$ cat src/rtl/exe_pkg.sv
// exe_pkg: shared definitions for the execute stage.
//   - ALU function codes carried in the decode-to-execute bus.
//   - Divider FSM state type.
//   - Bus widths, packed bus layouts and field offsets, which the decode and
//     memory stages also use.
//   - is_div_fn(): true for the four divide/remainder codes.
package exe_pkg;

    localparam int XLEN      = 32;
    localparam int ID_EXE_W  = 160;
    localparam int EXE_MEM_W = 155;

    // ALU function codes
    localparam logic [4:0] ALU_ADD    = 5'h00;
    localparam logic [4:0] ALU_SUB    = 5'h01;
    localparam logic [4:0] ALU_AND    = 5'h02;
    localparam logic [4:0] ALU_OR     = 5'h03;
    localparam logic [4:0] ALU_XOR    = 5'h04;
    localparam logic [4:0] ALU_SLL    = 5'h05;
    localparam logic [4:0] ALU_SRL    = 5'h06;
    localparam logic [4:0] ALU_SRA    = 5'h07;
    localparam logic [4:0] ALU_SLT    = 5'h08;
    localparam logic [4:0] ALU_SLTU   = 5'h09;
    localparam logic [4:0] ALU_COPY1  = 5'h0A;
    localparam logic [4:0] ALU_COPY2  = 5'h0B;
    localparam logic [4:0] ALU_MUL    = 5'h10;
    localparam logic [4:0] ALU_MULH   = 5'h11;
    localparam logic [4:0] ALU_MULHSU = 5'h12;
    localparam logic [4:0] ALU_MULHU  = 5'h13;
    localparam logic [4:0] ALU_DIV    = 5'h14;
    localparam logic [4:0] ALU_DIVU   = 5'h15;
    localparam logic [4:0] ALU_REM    = 5'h16;
    localparam logic [4:0] ALU_REMU   = 5'h17;

    typedef enum logic [1:0] {
        DIV_IDLE = 2'd0,
        DIV_BUSY = 2'd1,
        DIV_DONE = 2'd2
    } div_state_t;

    // Decode-to-execute bus, MSB first
    typedef struct packed {
        logic [4:0]  alu_fn;
        logic [31:0] op1;
        logic [31:0] op2;
        logic [4:0]  rd;
        logic        rd_wen;
        logic        mem_we;
        logic        mem_re;
        logic [2:0]  wb_sel;
        logic [31:0] pc;
        logic [31:0] rs2_data;
        logic [3:0]  csr_cmd;
        logic [11:0] csr_addr;
    } id_exe_bus_t;

    // Execute-to-memory bus, MSB first
    typedef struct packed {
        logic [31:0] alu_result;
        logic [4:0]  rd;
        logic        rd_wen;
        logic        mem_we;
        logic        mem_re;
        logic [2:0]  wb_sel;
        logic [31:0] pc;
        logic [31:0] wb_mem_data;
        logic [3:0]  csr_cmd;
        logic [11:0] csr_addr;
        logic [31:0] op1_data;
    } exe_mem_bus_t;

    // Field LSB offsets in the decode-to-execute bus
    localparam int ID_ALU_FN_LSB   = 155;
    localparam int ID_OP1_LSB      = 123;
    localparam int ID_OP2_LSB      = 91;
    localparam int ID_RD_LSB       = 86;
    localparam int ID_RD_WEN_BIT   = 85;
    localparam int ID_MEM_WE_BIT   = 84;
    localparam int ID_MEM_RE_BIT   = 83;
    localparam int ID_WB_SEL_LSB   = 80;
    localparam int ID_PC_LSB       = 48;
    localparam int ID_RS2_DATA_LSB = 16;
    localparam int ID_CSR_CMD_LSB  = 12;
    localparam int ID_CSR_ADDR_LSB = 0;

    // Field LSB offsets in the execute-to-memory bus
    localparam int EX_ALU_RESULT_LSB = 123;
    localparam int EX_RD_LSB         = 118;
    localparam int EX_RD_WEN_BIT     = 117;
    localparam int EX_MEM_WE_BIT     = 116;
    localparam int EX_MEM_RE_BIT     = 115;
    localparam int EX_WB_SEL_LSB     = 112;
    localparam int EX_PC_LSB         = 80;
    localparam int EX_WB_MEM_LSB     = 48;
    localparam int EX_CSR_CMD_LSB    = 44;
    localparam int EX_CSR_ADDR_LSB   = 32;
    localparam int EX_OP1_DATA_LSB   = 0;

    // DIV/DIVU/REM/REMU occupy 0x14..0x17
    function automatic logic is_div_fn(input logic [4:0] fn);
        return fn[4:2] == 3'b101;
    endfunction

endpackage

$ cat src/rtl/exe_stage_div_unit.sv
// div_unit: iterative restoring divider for the execute stage. Only built
// when MULDIV_EN is defined.
//   clk, rst_n   : clock, asynchronous active-low reset
//   start        : a divide/remainder op is held in the stage register
//   signed_op    : DIV/REM (1) vs DIVU/REMU (0)
//   rem_sel      : return remainder (1) or quotient (0)
//   dividend     : op1
//   divisor      : op2
//   flush        : abort the current divide, return to IDLE
//   done         : result is valid this cycle (state DONE)
//   result       : sign-corrected quotient or remainder
// Timing: IDLE (start seen) -> 32 BUSY cycles -> DONE -> IDLE. Divide by zero
// and signed overflow go straight from IDLE to DONE.
`ifdef MULDIV_EN
module div_unit
    import exe_pkg::*;
(
    input  logic        clk,
    input  logic        rst_n,
    input  logic        start,
    input  logic        signed_op,
    input  logic        rem_sel,
    input  logic [31:0] dividend,
    input  logic [31:0] divisor,
    input  logic        flush,
    output logic        done,
    output logic [31:0] result
);

    div_state_t  state_q, state_d;
    logic [4:0]  cnt_q;
    logic [31:0] quo_q;       // dividend bits shift out, quotient bits shift in
    logic [31:0] rem_q;
    logic [31:0] dvs_q;
    logic        neg_quo_q;
    logic        neg_rem_q;
    logic        rem_sel_q;

    logic        div_zero;
    logic        div_ovf;
    logic [31:0] mag_a;
    logic [31:0] mag_b;
    logic [32:0] shifted;
    logic [32:0] diff;

    assign div_zero = (divisor == 32'h0);
    assign div_ovf  = signed_op && (dividend == 32'h8000_0000) && (divisor == 32'hFFFF_FFFF);
    assign mag_a    = (signed_op && dividend[31]) ? -dividend : dividend;
    assign mag_b    = (signed_op && divisor[31])  ? -divisor  : divisor;

    // One restoring step: shift next dividend bit into the partial remainder
    // and subtract; bit 32 of diff set means the subtraction borrowed.
    assign shifted = {rem_q, quo_q[31]};
    assign diff    = shifted - {1'b0, dvs_q};

    always_ff @(posedge clk or negedge rst_n) begin
        if (!rst_n) begin
            state_q <= DIV_IDLE;
        end else begin
            // NOTE: sequential state is written with non-blocking assignments so
            // every register samples the values from before the edge.
            state_q <= state_d;
        end
    end

    always_comb begin
        // NOTE: default assigned first so every path drives state_d (no latch).
        state_d = state_q;
        case (state_q)
            DIV_IDLE: if (start) state_d = (div_zero || div_ovf) ? DIV_DONE : DIV_BUSY;
            DIV_BUSY: if (cnt_q == 5'd31) state_d = DIV_DONE;
            DIV_DONE: state_d = DIV_IDLE;
            default:  state_d = DIV_IDLE;
        endcase
        if (flush) state_d = DIV_IDLE;
    end

    always_ff @(posedge clk or negedge rst_n) begin
        if (!rst_n) begin
            cnt_q     <= '0;
            quo_q     <= '0;
            rem_q     <= '0;
            dvs_q     <= '0;
            neg_quo_q <= 1'b0;
            neg_rem_q <= 1'b0;
            rem_sel_q <= 1'b0;
        end else if (!flush) begin
            if (state_q == DIV_IDLE && start) begin
                cnt_q     <= '0;
                rem_sel_q <= rem_sel;
                dvs_q     <= mag_b;
                if (div_zero) begin
                    quo_q     <= 32'hFFFF_FFFF;
                    rem_q     <= dividend;
                    neg_quo_q <= 1'b0;
                    neg_rem_q <= 1'b0;
                end else if (div_ovf) begin
                    quo_q     <= 32'h8000_0000;
                    rem_q     <= 32'h0;
                    neg_quo_q <= 1'b0;
                    neg_rem_q <= 1'b0;
                end else begin
                    quo_q     <= mag_a;
                    rem_q     <= 32'h0;
                    neg_quo_q <= signed_op && (dividend[31] ^ divisor[31]);
                    neg_rem_q <= signed_op && dividend[31];
                end
            end else if (state_q == DIV_BUSY) begin
                quo_q <= {quo_q[30:0], ~diff[32]};
                rem_q <= diff[32] ? shifted[31:0] : diff[31:0];
                cnt_q <= cnt_q + 5'd1;
            end
        end
    end

    assign done   = (state_q == DIV_DONE);
    assign result = rem_sel_q ? (neg_rem_q ? -rem_q : rem_q)
                              : (neg_quo_q ? -quo_q : quo_q);

endmodule
`endif

$ cat src/rtl/exe_stage.sv
// exe_stage: execute stage of the five-stage RISC-V pipeline.
//   clk, rst_n      : clock, asynchronous active-low reset
//   id_exe_bus_in   : 160-bit decode-to-execute bus (layout in exe_pkg)
//   flush_in        : kill the instruction being captured or held here
//   stall_out       : upstream holds id_exe_bus_in while high
//   exe_mem_bus_out : 155-bit execute-to-memory bus, zero while stalled
// Build option MULDIV_EN: enables RV32M multiply (combinational) and the
// iterative divider. Without it codes 0x10-0x17 yield 0 and never stall.
module exe_stage
    import exe_pkg::*;
(
    input  logic                 clk,
    input  logic                 rst_n,
    input  logic [ID_EXE_W-1:0]  id_exe_bus_in,
    input  logic                 flush_in,
    output logic                 stall_out,
    output logic [EXE_MEM_W-1:0] exe_mem_bus_out
);

    id_exe_bus_t  bus_r;
    exe_mem_bus_t out_bus;
    logic [31:0]  alu_result;

    // Flush beats stall: a killed instruction becomes an all-zero NOP.
    always_ff @(posedge clk or negedge rst_n) begin
        if (!rst_n)          bus_r <= '0;
        else if (flush_in)   bus_r <= '0;
        else if (!stall_out) bus_r <= id_exe_bus_in;
    end

`ifdef MULDIV_EN
    logic        div_op;
    logic        div_done;
    logic [31:0] div_result;
    logic        mul_a_signed;
    logic        mul_b_signed;
    logic [63:0] mul_a;
    logic [63:0] mul_b;
    logic [63:0] mul_prod;

    // One 64-bit multiplier covers all four variants: operands are sign- or
    // zero-extended per code, and the low 32 bits are the same either way.
    assign mul_a_signed = (bus_r.alu_fn == ALU_MULH) || (bus_r.alu_fn == ALU_MULHSU);
    assign mul_b_signed = (bus_r.alu_fn == ALU_MULH);
    assign mul_a        = {{32{mul_a_signed & bus_r.op1[31]}}, bus_r.op1};
    assign mul_b        = {{32{mul_b_signed & bus_r.op2[31]}}, bus_r.op2};
    assign mul_prod     = mul_a * mul_b;

    assign div_op = is_div_fn(bus_r.alu_fn);

    // Code bit 0 clear = signed, bit 1 set = remainder.
    div_unit u_div (
        .clk       (clk),
        .rst_n     (rst_n),
        .start     (div_op),
        .signed_op (~bus_r.alu_fn[0]),
        .rem_sel   (bus_r.alu_fn[1]),
        .dividend  (bus_r.op1),
        .divisor   (bus_r.op2),
        .flush     (flush_in),
        .done      (div_done),
        .result    (div_result)
    );

    assign stall_out = div_op && !div_done;
`else
    assign stall_out = 1'b0;
`endif

    always_comb begin
        alu_result = 32'h0;
        case (bus_r.alu_fn)
            ALU_ADD:   alu_result = bus_r.op1 + bus_r.op2;
            ALU_SUB:   alu_result = bus_r.op1 - bus_r.op2;
            ALU_AND:   alu_result = bus_r.op1 & bus_r.op2;
            ALU_OR:    alu_result = bus_r.op1 | bus_r.op2;
            ALU_XOR:   alu_result = bus_r.op1 ^ bus_r.op2;
            ALU_SLL:   alu_result = bus_r.op1 << bus_r.op2[4:0];
            ALU_SRL:   alu_result = bus_r.op1 >> bus_r.op2[4:0];
            ALU_SRA:   alu_result = $signed(bus_r.op1) >>> bus_r.op2[4:0];
            ALU_SLT:   alu_result = {31'h0, $signed(bus_r.op1) < $signed(bus_r.op2)};
            ALU_SLTU:  alu_result = {31'h0, bus_r.op1 < bus_r.op2};
            ALU_COPY1: alu_result = bus_r.op1;
            ALU_COPY2: alu_result = bus_r.op2;
`ifdef MULDIV_EN
            ALU_MUL:    alu_result = mul_prod[31:0];
            ALU_MULH,
            ALU_MULHSU,
            ALU_MULHU:  alu_result = mul_prod[63:32];
            ALU_DIV,
            ALU_DIVU,
            ALU_REM,
            ALU_REMU:   alu_result = div_result;
`endif
            default:   alu_result = 32'h0;
        endcase
    end

    always_comb begin
        out_bus             = '0;
        out_bus.alu_result  = alu_result;
        out_bus.rd          = bus_r.rd;
        out_bus.rd_wen      = bus_r.rd_wen;
        out_bus.mem_we      = bus_r.mem_we;
        out_bus.mem_re      = bus_r.mem_re;
        out_bus.wb_sel      = bus_r.wb_sel;
        out_bus.pc          = bus_r.pc;
        out_bus.wb_mem_data = bus_r.rs2_data;
        out_bus.csr_cmd     = bus_r.csr_cmd;
        out_bus.csr_addr    = bus_r.csr_addr;
        out_bus.op1_data    = bus_r.op1;
    end

    // Bubbles go downstream while a divide is in flight.
    assign exe_mem_bus_out = stall_out ? '0 : out_bus;

endmodule
$ cat config.mk
export PLATFORM = sky130hd
export DESIGN_NAME = exe_stage
export DESIGN_NICKNAME = d
export VERILOG_FILES = /design/src/rtl/exe_pkg.sv /design/src/rtl/exe_stage_div_unit.sv /design/src/rtl/exe_stage.sv
export SDC_FILE = /design/constraint.sdc
export NUM_CORES = 1
export LEC_CHECK = 0
export ABC_AREA = 1
export CELL_PAD_IN_SITES_DETAIL_PLACEMENT = 1
export CELL_PAD_IN_SITES_GLOBAL_PLACEMENT = 2
export CORE_UTILIZATION = 30
export DETAILED_ROUTE_END_ITERATION = 10
export PLACE_DENSITY_LB_ADDON = 0.1
export SETUP_SLACK_MARGIN = 0.15
export SYNTH_ARGS = -nofsm -noshare
export SYNTH_HDL_FRONTEND = slang
export SYNTH_HIERARCHICAL = 1
export SYNTH_SLANG_ARGS = --single-unit
$ cat constraint.sdc
create_clock -name clk -period 4.5 [get_ports clk]
set_input_delay 0.45 -clock clk [delete_from_list [all_inputs] [get_ports clk]]
set_output_delay 0.45 -clock clk [all_outputs]
set_load 0.03 [all_outputs]
Word level (Yosys, flattened, before mapping):

Cells that the tools add are included.

* register bits: 160
* input bits: 163
* output and inout port bits: 156
* word-level logic and storage cells: 36

* add/sub/neg operators: 2
* order comparisons: 2
* equality and inequality tests: 11
* shifts and indexed selects: 3
* mux-type cells: 2
* bitwise gates (word level): 3
* reduce and logical (&&, ||, !) cells: 1

Operators with widths (count)
* one-hot mux 32 bit (12 select lines): 1
* two-way mux 160 bit: 1
* less-than comparator 32 bit: 2
* adder 32 bit: 1
* bitwise AND 32 bit: 1
* bitwise OR 32 bit: 1
* left shift 32 x 5 -> 32 bit: 1
* right shift 32 x 5 -> 32 bit: 1
* >>> shifter 32 x 5 -> 32 bit: 1
* subtractor 32 bit: 1
* XOR 32 bit: 1
* equality test 5 x 3 -> 1 bit (second input constant): 4
* equality test 5 x 4 -> 1 bit (second input constant): 4
* equality test 5 x 2 -> 1 bit (second input constant): 2
* equality test 5 x 1 -> 1 bit (second input constant): 1
* zero test 5 bit: 1

Logic depth before layout (Yosys ltp):

* depth after elaboration: 2
* depth in mapped cells: 19
* gate-level depth less buffers: 16

Worst setup path before layout:

Ideal clock, no wire load.

* path type: reg-to-output
* start: register bus_r[93] (netlist name)
* end: output port exe_mem_bus_out[154]
* arrival: 2.467 ns
* data required time: 4.050 ns
* slack: 1.583 ns
* stages on the path, launching flop included: 18
* buffers on the path: 4
* path through: dfrtp_1 buf_2 inv_2 buf_2 buf_2 ha_1 buf_2 nand2_1 nand3_1 nand2_1 nand3_1 nand2_1 nand2_1 nand2_1 nand2_1 nand2_1 nand3_1 nand3_1

* cells in the longest elaborated chain, start to end: 2
* elaborated cells between the ends (all ways): 6
* classes of those cells: 2 x add/sub; 3 x shift; 1 x mux

RTL lines
* from (decl): line exe_stage.sv:20 `id_exe_bus_t bus_r;`
* from (signal assigned): line exe_stage.sv:28 `else if (!stall_out) bus_r <= id_exe_bus_in;`
* subtractor 32 bit, or another cell as far along: line exe_stage.sv:74 `ALU_SUB: alu_result = bus_r.op1 - bus_r.op2;`
* one-hot mux 32 bit (12 select lines) *: line exe_stage.sv:72 `case (bus_r.alu_fn)`
* to (decl): line exe_stage.sv:17 `output logic [EXE_MEM_W-1:0] exe_mem_bus_out`

Mark *: on every way between the ends. The rest lies on a longest branch, timed or not.

Final worst setup path:

* start: register bus_r, in the netlist exe_mem_bus_out[28]
* end: output port exe_mem_bus_out[153]

Same word-level chain as after synthesis.

==> run summary <==
Total setup violations reported at the end of the flow: 0. The kind of start point of the critical path was a flop. Path category of the worst min-delay check: input pin to async pin. The flow ran to the end, but the final reports show violations. The tools report the first-pass GRT wire length as 123400 µm. The number of buffers inserted by port buffering is 317. Measured against its own limit, the worst slew margin works out to 33.78%. The first detailed-routing pass took 5 iterations. For the total I/O pin count, the log shows 319. The switching share of total power is 41.80%, and the total power per unit cell area is 250.2 nW/µm². Cells with a size suffix above 1 make up 4.441% of the layout. Synthesis inferred 160 register bits.

Cell count after placement: 3614. The area of the die was 56080 µm². The maximum cell stage delay along the critical path was 0.56 ns.

For this run, the post-layout net count is 3199. Registers are responsible for 30.9% of the overall power. The logs give 0.9644 for the routability-driven placement congestion ratio and 2131 µW for the switching power total.

Together, buffers and inverters on the worst path number 4. The via count was 18596; the number of antenna diodes was 0. The run gives 0.2381 GHz as the maximum frequency from static timing analysis.

At the worst endpoint, the arrival time is 3.75 ns. The initial utilization of the core area, before any placement, comes to 30.56%. The area added between synthesis and finish was 23.20%. The longest clock path from root to sink contains 2 buffers.

Setup total negative slack on the finished layout was measured at 0 ns. In this run, the clock network consumes 30.4% of the power. The critical path ends at exe_mem_bus_out[153]. After technology mapping, the gate count stands at 2791.

Among all cell types in the netlist, the one instantiated most often is sky130_fd_sc_hd__nand2_1. The tree is rooted in a sky130_fd_sc_hd__clkbuf_16. For the smallest hold slack, the log shows -0.0003082 ns. Grouping stages by cell kind, the critical path spends the most delay in simple AND/OR/NAND/NOR gates. Walking the worst path, the cells encountered are inv_1 > ha_1 > inv_1 > nor3_1 > inv_1 > nor2_1 > nand3_1 > nand2_1 > nand2_1 > nand3_1 > nand3_1 > buf_12. The via count of the first global-routing pass is 19371. The share of synthesized area in the top cell type comes to 24.20%. TritonCTS built the clock tree. The number of synthesized flops with an enable pin came out at 0.

The run gives 3 as the number of antenna violations at the first check in global routing. The worst setup path category is flop to primary output. The final standard cell utilization of the core was 37.65%. Setup repair after global routing left no endpoint under its margin. The worst setup path startpoint was exe_mem_bus_out[28]$_DFF_PN0_. In this run the remaining antenna-violating nets after routing total 0.

The die is 236.8 µm wide. Sorting the synthesized cells by how often they occur yields 769 x sky130_fd_sc_hd__nand2_1, 445 x sky130_fd_sc_hd__inv_1, 402 x sky130_fd_sc_hd__nand3_1, 362 x sky130_fd_sc_hd__nor2_1, 160 x sky130_fd_sc_hd__dfrtp_1. The design draws 5098 µW. The run gives 2967 µW as the internal power. The H-tree depth reported by CTS is 4.

Once the clock tree was built, the resizer swapped 0 gates to a different size. The cell type with the largest total area after synthesis is sky130_fd_sc_hd__dfrtp_1. Sorting the synthesized cells by area gives the leading types as sky130_fd_sc_hd__dfrtp_1 24%, sky130_fd_sc_hd__nand2_1 17%, sky130_fd_sc_hd__nand3_1 12%, sky130_fd_sc_hd__inv_1 10%, sky130_fd_sc_hd__nor2_1 8.2%. For this block, the initial DRC count from the detailed router was 1290.

The run gives 0.2975 mV as the maximum ir drop on the vdd rail. The logs give 1 for the count of final hold-check violations and 0 for the number of buffers added to fix hold violations after cts. Counting buffers and inverters, the worst setup path is 12 cells deep.

The final critical path time including I/O delays and setup came out at 4.200 ns. For the pin with the worst max-slew slack, the measured transition is 0.9905 ns. The final non-filler cell total is 3646, and the leakage power summed over all cells is 0.01081 µW.

The max-capacitance violation count was 0; the number of clock buffers inserted by TritonCTS was 17. After detailed routing, the number of vias per cell comes to 5.100. After synthesis, the share of flip-flops with an asynchronous set or reset is 100.0%.

After synthesis, the mean cell area works out to 5.927 µm². Of all nets on the critical path, the largest fanout is 7. The logs give 54130 µm² for the total core area and 4.05 ns for the critical path required time. For this design, the sink count on the clock tree is 160.

The max-slew violation total from the final report was 0; the final cycle utilization of the critical path was 93.33%. The post-synthesis net count is 3053, and the mapped cell area is 16540 µm². Once the clock tree was built, the setup fixing pass inserted 0 buffers. Entering global routing, the biggest net connects 112 pins. Height of the die: 236.8 µm. Slowest cell on the critical path: sky130_fd_sc_hd__dfrtp_1.

For the total global routing track utilization, the log shows 29.90%. Once detailed placement completed, the half-perimeter wirelength came to 68980 µm. The synthesized netlist contains 37 unique library cells. Post-detailed-routing wire length: 83550 µm. The most used flip-flop cell after synthesis is sky130_fd_sc_hd__dfrtp_1. For the overflow left after global routing, the log shows 0.

The kind of capture point of the worst setup path is a primary output. The run gives 0 as the count of unresolved DRC violations after routing. Of the synthesized area, sequential elements account for 24.20%.

Per report_power, the combinational group accounts for 38.7% of the total. The wire length per cell after detailed routing is 22.92 µm, and the number of warnings printed during yosys synthesis is 6. The checks that failed: hold timing. The clock transition time at the flip-flop clock pins of the worst setup and hold paths was 0.08 ns. The tools report the placement row count as 85.
## kinds of logic after synthesis
kind of cell,share of synthesized area (%)
other cells,0.02267
xor+xnor,0.2647
compound gates,7.677
simple gates,41.20
mux,0.06051
buf+inv,18.99
flops,24.20
fa+ha+maj,7.579
## cell usage in the layout (no fill, tap or decap), drive strengths merged, types with 23 or more instances in the layout
cell	instances
nand4	30
buf	75
inv	464
nand3	402
nand2	771
o211ai	28
ha	97
o22ai	36
a21oi	79
clkdlybuf4s50	286
dfrtp	160
o21ai	46
nor2	372
nor3	23
## stage by stage
stage               instance area (µm²)  setup WS [ns]
global placement                  19760         0.9014
detailed placement                19760         0.9493
floorplan                         16540          1.583
global route                      20380         0.2164
finish                            20380         0.3001
CTS                               20380         0.3931
## sequential cells by signal, summed over array words and instances, names as in the netlist
register	flops
exe_mem_bus_out	123
bus_r	37
## layout make-up
type	count	area (µm²)
Fill cell	7149	33750
Clock buffer	17	425.4
Timing Repair Buffer	361	3784
Sequential cell	160	4006
Multi-Input combinational cell	1944	9397
Inverter	453	1700
Tap cell	696	870.8
Clock inverter	15	196.4
## worst min path at each step
stage	startpoint	end	cells past startpoint
2_1_floorplan	rst_n	bus_r[100]$_DFF_PN0_	0
3_3_place_gp	rst_n	exe_mem_bus_out[78]$_DFF_PN0_	1
3_5_place_dp	rst_n	exe_mem_bus_out[78]$_DFF_PN0_	1
4_1_cts	rst_n	exe_mem_bus_out[78]$_DFF_PN0_	1
5_1_grt	rst_n	exe_mem_bus_out[73]$_DFF_PN0_	1
6_report	rst_n	exe_mem_bus_out[73]$_DFF_PN0_	1
## per-layer routing
metal / track usage, % / vias to the layer above / part of all wire [%]
li1: - / 8857 / -
met3: 3.497 / 94 / 4.0
met2: 49.84 / 491 / 48
met4: 10.80 / 6 / 3.2
met5: 0 / - / 0.049
met1: 39.63 / 9148 / 45
## power by group through the flow
stage	combinational, µW	clock (µW)	sequential, µW
floorplan	1130	0	1580
global placement	1940	0	1600
detailed placement	1960	0	1600
CTS	1970	1600	1580
global route	2130	1640	1580
finish	1970	1550	1580
No activity file was read; power rests on OpenSTA's default activity.
